File: src/rtl/hazard_scoreboard_if.sv
`default_nettype none
// ============================================================================
//  Module      : hazard_scoreboard_if
//  Description : Decode-side bundle for the hazard scoreboard. It carries the
//                source/destination operands in, and the stall, bypass
//                selects and stall counter out.
//  Revision    : 1.0 - initial release
// ============================================================================
interface hazard_scoreboard_if #(
    parameter int AW   = 5,
    parameter int NSRC = 2,
    parameter int LW   = 3,
    parameter int TAGW = 2
);
    logic [NSRC*AW-1:0]   src_addr;
    logic [NSRC-1:0]      src_used;
    logic                 issue_valid;
    logic [AW-1:0]        issue_rd;
    logic [LW-1:0]        issue_lat;
    logic [TAGW-1:0]      issue_tag;
    logic                 flush;
    logic                 stallD;
    logic                 stallF;
    logic                 issue_ack;
    logic [NSRC-1:0]      fwd_en;
    logic [NSRC*TAGW-1:0] fwd_sel;
    logic [31:0]          stall_cycles;

    // Decode side: presents the instruction, consumes stall and bypass info.
    modport master (
        output src_addr, src_used, issue_valid, issue_rd, issue_lat, issue_tag, flush,
        input  stallD, stallF, issue_ack, fwd_en, fwd_sel, stall_cycles
    );

    // Scoreboard side.
    modport slave (
        input  src_addr, src_used, issue_valid, issue_rd, issue_lat, issue_tag, flush,
        output stallD, stallF, issue_ack, fwd_en, fwd_sel, stall_cycles
    );
endinterface
`default_nettype wire

File: src/rtl/hazard_scoreboard.sv
`default_nettype none
// ============================================================================
//  Module      : hazard_scoreboard
//  Description : Per-register outstanding-write countdown scoreboard. Produces
//                the decode/fetch stall, per-source bypass selects and a
//                saturating stall-cycle counter for variable-latency units.
//  Revision    : 1.0 - initial release
// ============================================================================
module hazard_scoreboard #(
    parameter int NREG     = 32,
    parameter int AW       = 5,
    parameter int NSRC     = 2,
    parameter int LW       = 3,
    parameter int TAGW     = 2,
    parameter int ZERO_REG = 1
) (
    input  logic             clk,
    input  logic             rst,
    hazard_scoreboard_if.slave hs
);

    localparam logic [LW-1:0] c_LAT_ONE   = LW'(1);
    localparam logic [31:0]   c_STALL_MAX = 32'hFFFF_FFFF;

    // Remaining cycles until each register's result appears on its bypass bus,
    // and the bus that will carry it.
    logic [LW-1:0]   r_cnt [NREG];
    logic [TAGW-1:0] r_tag [NREG];
    logic [31:0]     r_stall_cycles;

    logic [LW-1:0]        w_eff_lat;
    logic [NSRC-1:0]      w_src_haz;
    logic [NSRC-1:0]      w_fwd_en;
    logic [NSRC*TAGW-1:0] w_fwd_sel;
    logic                 w_waw;
    logic                 w_stall;
    logic                 w_ack;
    logic                 w_rd_writable;

    // A zero latency request is treated as a single-cycle ALU result.
    always_comb begin
        w_eff_lat = (hs.issue_lat == '0) ? c_LAT_ONE : hs.issue_lat;
    end

    // Per-source hazard / bypass decode; all comparisons use pre-issue counts.
    generate
        for (genvar i = 0; i < NSRC; i++) begin : g_src
            logic [AW-1:0] w_addr;
            logic [LW-1:0] w_cnt;
            logic          w_live;

            assign w_addr = hs.src_addr[i*AW +: AW];
            assign w_cnt  = r_cnt[w_addr];
            // Hardwired zero register never blocks and never forwards.
            assign w_live = hs.src_used[i] && !((ZERO_REG != 0) && (w_addr == '0));

            assign w_src_haz[i]               = w_live && (w_cnt > c_LAT_ONE);
            assign w_fwd_en[i]                = w_live && (w_cnt == c_LAT_ONE);
            assign w_fwd_sel[i*TAGW +: TAGW]  = (w_live && (w_cnt == c_LAT_ONE)) ? r_tag[w_addr] : '0;
        end
    endgenerate

    // Stall/issue decision; a write-after-write stall keeps writebacks in order.
    always_comb begin
        w_waw         = hs.issue_valid && (r_cnt[hs.issue_rd] > w_eff_lat);
        w_stall       = !hs.flush && ((|w_src_haz) || w_waw);
        w_ack         = hs.issue_valid && !w_stall && !hs.flush;
        w_rd_writable = !((ZERO_REG != 0) && (hs.issue_rd == '0));
    end

    assign hs.stallD       = w_stall;
    assign hs.stallF       = w_stall;
    assign hs.issue_ack    = w_ack;
    assign hs.fwd_en       = w_fwd_en;
    assign hs.fwd_sel      = w_fwd_sel;
    assign hs.stall_cycles = r_stall_cycles;

    // Countdown drain for every register; an accepted issue reloads its target.
    always_ff @(posedge clk) begin
        if (rst) begin
            for (int r = 0; r < NREG; r++) begin
                r_cnt[r] <= '0;
                r_tag[r] <= '0;
            end
        end else begin
            for (int r = 0; r < NREG; r++) begin
                if (w_ack && w_rd_writable && (hs.issue_rd == AW'(r))) begin
                    r_cnt[r] <= w_eff_lat;
                    r_tag[r] <= hs.issue_tag;
                end else if (r_cnt[r] != '0) begin
                    r_cnt[r] <= r_cnt[r] - c_LAT_ONE;
                end
            end
        end
    end

    // Saturating count of cycles spent stalled.
    always_ff @(posedge clk) begin
        if (rst) begin
            r_stall_cycles <= '0;
        end else if (w_stall && (r_stall_cycles != c_STALL_MAX)) begin
            r_stall_cycles <= r_stall_cycles + 32'd1;
        end
    end

endmodule
`default_nettype wire
File: src/flat_wrapper.sv
// flat-port wrapper written by rule: the top's interface ports become plain ports
module hazard_scoreboard_flat 
#(
    parameter int NREG     = 32,
    parameter int AW       = 5,
    parameter int NSRC     = 2,
    parameter int LW       = 3,
    parameter int TAGW     = 2,
    parameter int ZERO_REG = 1
)
  (clk, rst, hs_src_addr, hs_src_used, hs_issue_valid, hs_issue_rd, hs_issue_lat, hs_issue_tag, hs_flush, hs_stallD, hs_stallF, hs_issue_ack, hs_fwd_en, hs_fwd_sel, hs_stall_cycles);
  hazard_scoreboard_if #(.AW(AW), .NSRC(NSRC), .LW(LW), .TAGW(TAGW)) hs_i ();
  input  logic clk;
  input  logic rst;
  input wire logic [$bits(hs_i.src_addr)-1:0] hs_src_addr;
  input wire logic [$bits(hs_i.src_used)-1:0] hs_src_used;
  input wire logic [$bits(hs_i.issue_valid)-1:0] hs_issue_valid;
  input wire logic [$bits(hs_i.issue_rd)-1:0] hs_issue_rd;
  input wire logic [$bits(hs_i.issue_lat)-1:0] hs_issue_lat;
  input wire logic [$bits(hs_i.issue_tag)-1:0] hs_issue_tag;
  input wire logic [$bits(hs_i.flush)-1:0] hs_flush;
  output wire logic [$bits(hs_i.stallD)-1:0] hs_stallD;
  output wire logic [$bits(hs_i.stallF)-1:0] hs_stallF;
  output wire logic [$bits(hs_i.issue_ack)-1:0] hs_issue_ack;
  output wire logic [$bits(hs_i.fwd_en)-1:0] hs_fwd_en;
  output wire logic [$bits(hs_i.fwd_sel)-1:0] hs_fwd_sel;
  output wire logic [$bits(hs_i.stall_cycles)-1:0] hs_stall_cycles;
  assign hs_i.src_addr = hs_src_addr;
  assign hs_i.src_used = hs_src_used;
  assign hs_i.issue_valid = hs_issue_valid;
  assign hs_i.issue_rd = hs_issue_rd;
  assign hs_i.issue_lat = hs_issue_lat;
  assign hs_i.issue_tag = hs_issue_tag;
  assign hs_i.flush = hs_flush;
  assign hs_stallD = hs_i.stallD;
  assign hs_stallF = hs_i.stallF;
  assign hs_issue_ack = hs_i.issue_ack;
  assign hs_fwd_en = hs_i.fwd_en;
  assign hs_fwd_sel = hs_i.fwd_sel;
  assign hs_stall_cycles = hs_i.stall_cycles;
  hazard_scoreboard #(.NREG(NREG), .AW(AW), .NSRC(NSRC), .LW(LW), .TAGW(TAGW), .ZERO_REG(ZERO_REG)) u_core (.clk(clk), .rst(rst), .hs(hs_i));
endmodule
File: config.mk
export PLATFORM = sky130hd
export DESIGN_NAME = hazard_scoreboard_flat
export DESIGN_NICKNAME = d
export VERILOG_FILES = /design/src/rtl/hazard_scoreboard_if.sv /design/src/rtl/hazard_scoreboard.sv /design/src/flat_wrapper.sv
export SDC_FILE = /design/constraint.sdc
export NUM_CORES = 1
export LEC_CHECK = 0
export ABC_AREA = 1
export CORE_MARGIN = 1
export CORE_UTILIZATION = 25
export CTS_BUF_LIST = sky130_fd_sc_hd__clkbuf_8 sky130_fd_sc_hd__clkbuf_16
export CTS_CLUSTER_SIZE = 8
export DETAILED_ROUTE_END_ITERATION = 10
export HOLD_SLACK_MARGIN = 0.03
export PLACE_DENSITY = 0.48
export SLEW_MARGIN = 10
export SYNTH_ARGS = -nofsm -noshare
export SYNTH_HDL_FRONTEND = slang
export SYNTH_SLANG_ARGS = --single-unit
export TNS_END_PERCENT = 5
File: constraint.sdc
create_clock -name clk -period 4.4 [get_ports clk]
set_input_delay 0.88 -clock clk [delete_from_list [all_inputs] [get_ports clk]]
set_output_delay 0.88 -clock clk [all_outputs]
set_load 0.005 [all_outputs]
==> reports/qor.log <==
INFO  routing        total_wirelength=50300microns
INFO  synth          syn-mean-instance-area=7.42squm
INFO  place          buffer_ports.inserted=66
INFO  routing        drt_pre_antenna_iters=7
INFO  synth          netlist_cell_types=42
INFO  synth          synth_top_area_share=0.342
INFO  power          comb_power_share=0.420
INFO  global_routing grt_start_max_net_pins=93
INFO  power          power_per_cell_area=445nW/um^2
INFO  floorplanning  ios=67
INFO  critical_path  worstPathRequired=3.52ns
INFO  timing         hold_slack=0.519ns
INFO  synth          synthTopCellsByArea=sky130_fd_sc_hd__edfxtp_1, sky130_fd_sc_hd__nand2_1, sky130_fd_sc_hd__inv_1, sky130_fd_sc_hd__nand3_1, sky130_fd_sc_hd__ha_1
INFO  place          post_detail_place_hpwl=37800microns
INFO  cells_and_area drive_above_1_share=0.112
INFO  timing         finalClockSkew=0.0144ns
INFO  synth          synth_flop_cell=sky130_fd_sc_hd__edfxtp_1
INFO  timing         post-route-min-period=4.36ns
INFO  timing         setup-violations-final=0
INFO  power          power.net_switching=3.09mW
INFO  cells_and_area area_growth=20.6%
INFO  synth          synth.most_common_cell=sky130_fd_sc_hd__nand2_1
INFO  critical_path  critical_path.cell_chain=clkdlybuf4s50_1, buf_4, buf_4, o21ai_0, a21oi_1, o21ai_0, nand3_1, a21oi_1, o21bai_1, nor2_2, a21boi_1, clkdlybuf4s50_1
INFO  cts            root_buffer=sky130_fd_sc_hd__clkbuf_16
INFO  status         outcome=finished clean
INFO  floorplanning  initial_utilization=0.254
INFO  routing        drc=0
INFO  critical_path  critical_path_peak_fanout=12
INFO  cts            cts_made_buffers=17
INFO  routing        drt-vias-per-instance=4.97
INFO  timing         finalCritPeriodShare=0.990
INFO  power          power.sequential.fraction=0.377
INFO  synth          asyncSetResetFlopFracSynth=0
INFO  timing         slew_violations=0
INFO  power          clkPwrFrac=0.203
INFO  cells_and_area final_net_count=2108
INFO  critical_path  timing_worst_setup_path_type=in -> out
INFO  routing        number_of_antenna_violating_nets_in_the_routed_design=0
INFO  synth          synth.ff_latch_count=192
INFO  run            maxCapViolations=0
INFO  synth          mappedNetlistArea=14100squm
INFO  synth          synth.largest_area_cell=sky130_fd_sc_hd__edfxtp_1
INFO  critical_path  cp_slowest_cell=sky130_fd_sc_hd__clkdlybuf4s50_1
INFO  global_routing total_grt_overflow=0
INFO  hold_path      min_path_type=reg -> reg
INFO  global_routing global_route.usage.total=0.179
INFO  timing         maxClockFrequency=230MHz
INFO  cts            path_clk_slew=0.06ns
INFO  timing         tns=0ns
INFO  global_routing antenna_found_initial=2
INFO  cts            post_cts_hold_buffer_count=0
INFO  global_routing number_of_global_route_vias_before_repair=13500
INFO  floorplanning  die_outline_area=57200squm
INFO  routing        detailedRoute.firstIterationViolations=1142
INFO  synth          synth-edff-count=160
INFO  place          place.gp.congestion=0.940
INFO  timing         grt_setup_unrepaired=yes
INFO  global_routing wire_length_of_the_first_global_routing_pass=77100microns
INFO  cts            cts_tree=yes
INFO  cts            clockBufferDepth=2
INFO  routing        vias=13800
INFO  floorplanning  rows=86
INFO  cells_and_area fillCellCount=5997
INFO  power          power_switching_share=0.410
INFO  critical_path  worst-endpoint-arrival=3.48ns
INFO  floorplanning  die_y=239microns
INFO  routing        avgRoutedWirePerCell=18.1microns
INFO  critical_path  critPathMaxStageDelay=0.52ns
INFO  critical_path  cp_capture_type=primary output
INFO  cells_and_area final_core_util=0.307
INFO  synth          synthesis.instances=1895
INFO  power          p_leak=7.24nW
INFO  cts            clkLatencyLatePin=0.49ns
INFO  timing         worst_slew_margin_rel=0.382
INFO  power          ir_drop=0.319mV
INFO  floorplanning  die_w=239microns
INFO  synth          yosysSeqAreaShare=0.387
INFO  critical_path  setup.worst_path.start_class=input port
INFO  power          power.internal=4.46mW
INFO  cts            cts.htree.levels=4
INFO  synth          yosys_warnings=0
INFO  timing         tightestPinTransition=0.927ns
INFO  cts            clkSinkCount=192
INFO  floorplanning  coreArea=55300squm
INFO  power          final_total_pwr=7.55mW
INFO  synth          synth.cells.most_frequent=sky130_fd_sc_hd__nand2_1, sky130_fd_sc_hd__inv_1, sky130_fd_sc_hd__nand3_1, sky130_fd_sc_hd__edfxtp_1, sky130_fd_sc_hd__a21oi_1
INFO  timing         hold_viol=0
INFO  cells_and_area insertedDiodeCount=0
## power groups by stage
stage | clock [mW] | sequential, mW | combinational, mW
final | 1.53 | 2.85 | 3.17
after global routing | 1.63 | 2.89 | 3.66
after CTS | 1.59 | 2.84 | 3.13
after detailed placement | 0 | 2.88 | 3.11
after global placement | 0 | 2.88 | 3.04
after floorplan | 0 | 2.76 | 2.22
## stage by stage
step	setup WS, ns	cell area, sq um	cells
2_1_floorplan	0.316	14100	1896
3_3_place_gp	-0.639	16300	2740
3_5_place_dp	-0.665	16300	2740
4_1_cts	0.00461	16900	2772
5_1_grt	-0.0742	17000	2775
6_report	0.0433	17000	2775
## logic make-up (layout without fill, tap and decap cells)
kind of cell / Yosys count / count (layout) / synth area share
compound gates: 361 / 361 / 0.143
flops: 192 / 192 / 0.387
fa+ha+maj: 68 / 68 / 0.0605
simple gates: 860 / 860 / 0.282
other cells: 1 / 2 / 0.000267
xor+xnor: 30 / 30 / 0.0187
buf+inv: 383 / 514 / 0.109
## worst max-delay path: cells and delay by family
family          cells  cell delay [ns]
compound gates      6             0.94
simple gates        2             0.38
buf+inv             4             1.27
## registers in the layout, indices dropped and copies added (netlist names)
| name | count |
|---|---|
| u_core.r_cnt | 96 |
| u_core.hs.stall_cycles | 32 |
| u_core.r_tag | 64 |
## final timing paths
| path | from | end | slack [ns] | depth (start not counted) |
|---|---|---|---|---|
| worst max-delay path | hs_src_addr[1] | hs_fwd_sel[0] | 0.04 | 12 |
| worst min-delay path | u_core.hs.stall_cycles[30] | u_core.hs.stall_cycles[30] | 0.52 | 2 |
| worst max register to register | u_core.r_cnt[28][2] | u_core.r_cnt[6][1] | 1.05 | 17 |
| worst min register to register | u_core.hs.stall_cycles[30] | u_core.hs.stall_cycles[30] | 0.52 | 2 |
## area by class of cell
cell class	instances	area, sq um	area share
Tap cell	748	936	0.0552
Multi-Input combinational cell	1321	7160	0.422
Clock inverter	15	121	0.00716
Clock buffer	17	425	0.0251
Timing Repair Buffer	202	1800	0.106
Sequential cell	192	5450	0.321
Inverter	280	1070	0.0633
## cells in the final DEF, fill, tap and decap left out, types with 15 or more instances in the layout
cell                              netlist  final
sky130_fd_sc_hd__xor2_1                26     26
sky130_fd_sc_hd__nand4_1               72     72
sky130_fd_sc_hd__edfxtp_1             160    160
sky130_fd_sc_hd__o21ai_0              138    130
sky130_fd_sc_hd__o311ai_0              17     15
sky130_fd_sc_hd__a21oi_1              142    139
sky130_fd_sc_hd__nor2_1               128    124
sky130_fd_sc_hd__o22ai_1               37     37
sky130_fd_sc_hd__nand3_1              181    180
sky130_fd_sc_hd__buf_4                  4    121
sky130_fd_sc_hd__ha_1                  68     68
sky130_fd_sc_hd__clkbuf_16              0     17
sky130_fd_sc_hd__dfxtp_1               32     32
sky130_fd_sc_hd__clkdlybuf4s50_1        0     56
sky130_fd_sc_hd__nor3_1                38     38
sky130_fd_sc_hd__nand2_1              401    399
sky130_fd_sc_hd__inv_1                270    270
## metal layers
metal | vias up | global-route usage | wire length, microns
li1 | 6695 | - | -
met5 | - | 0 | 31
met4 | 4 | 0.0752 | 1570
met2 | 534 | 0.286 | 22900
met1 | 6466 | 0.230 | 22300
met3 | 86 | 0.0416 | 3550
## repair_timing
action | in CTS | in global routing
setup buffers | 0 | 2
pin swaps | 3 | 7
gates cloned | 0 | 1
gates resized for setup | 26 | 26
endpoints found under the setup margin | 6 | 7
Power figures use the tool's default switching activity.
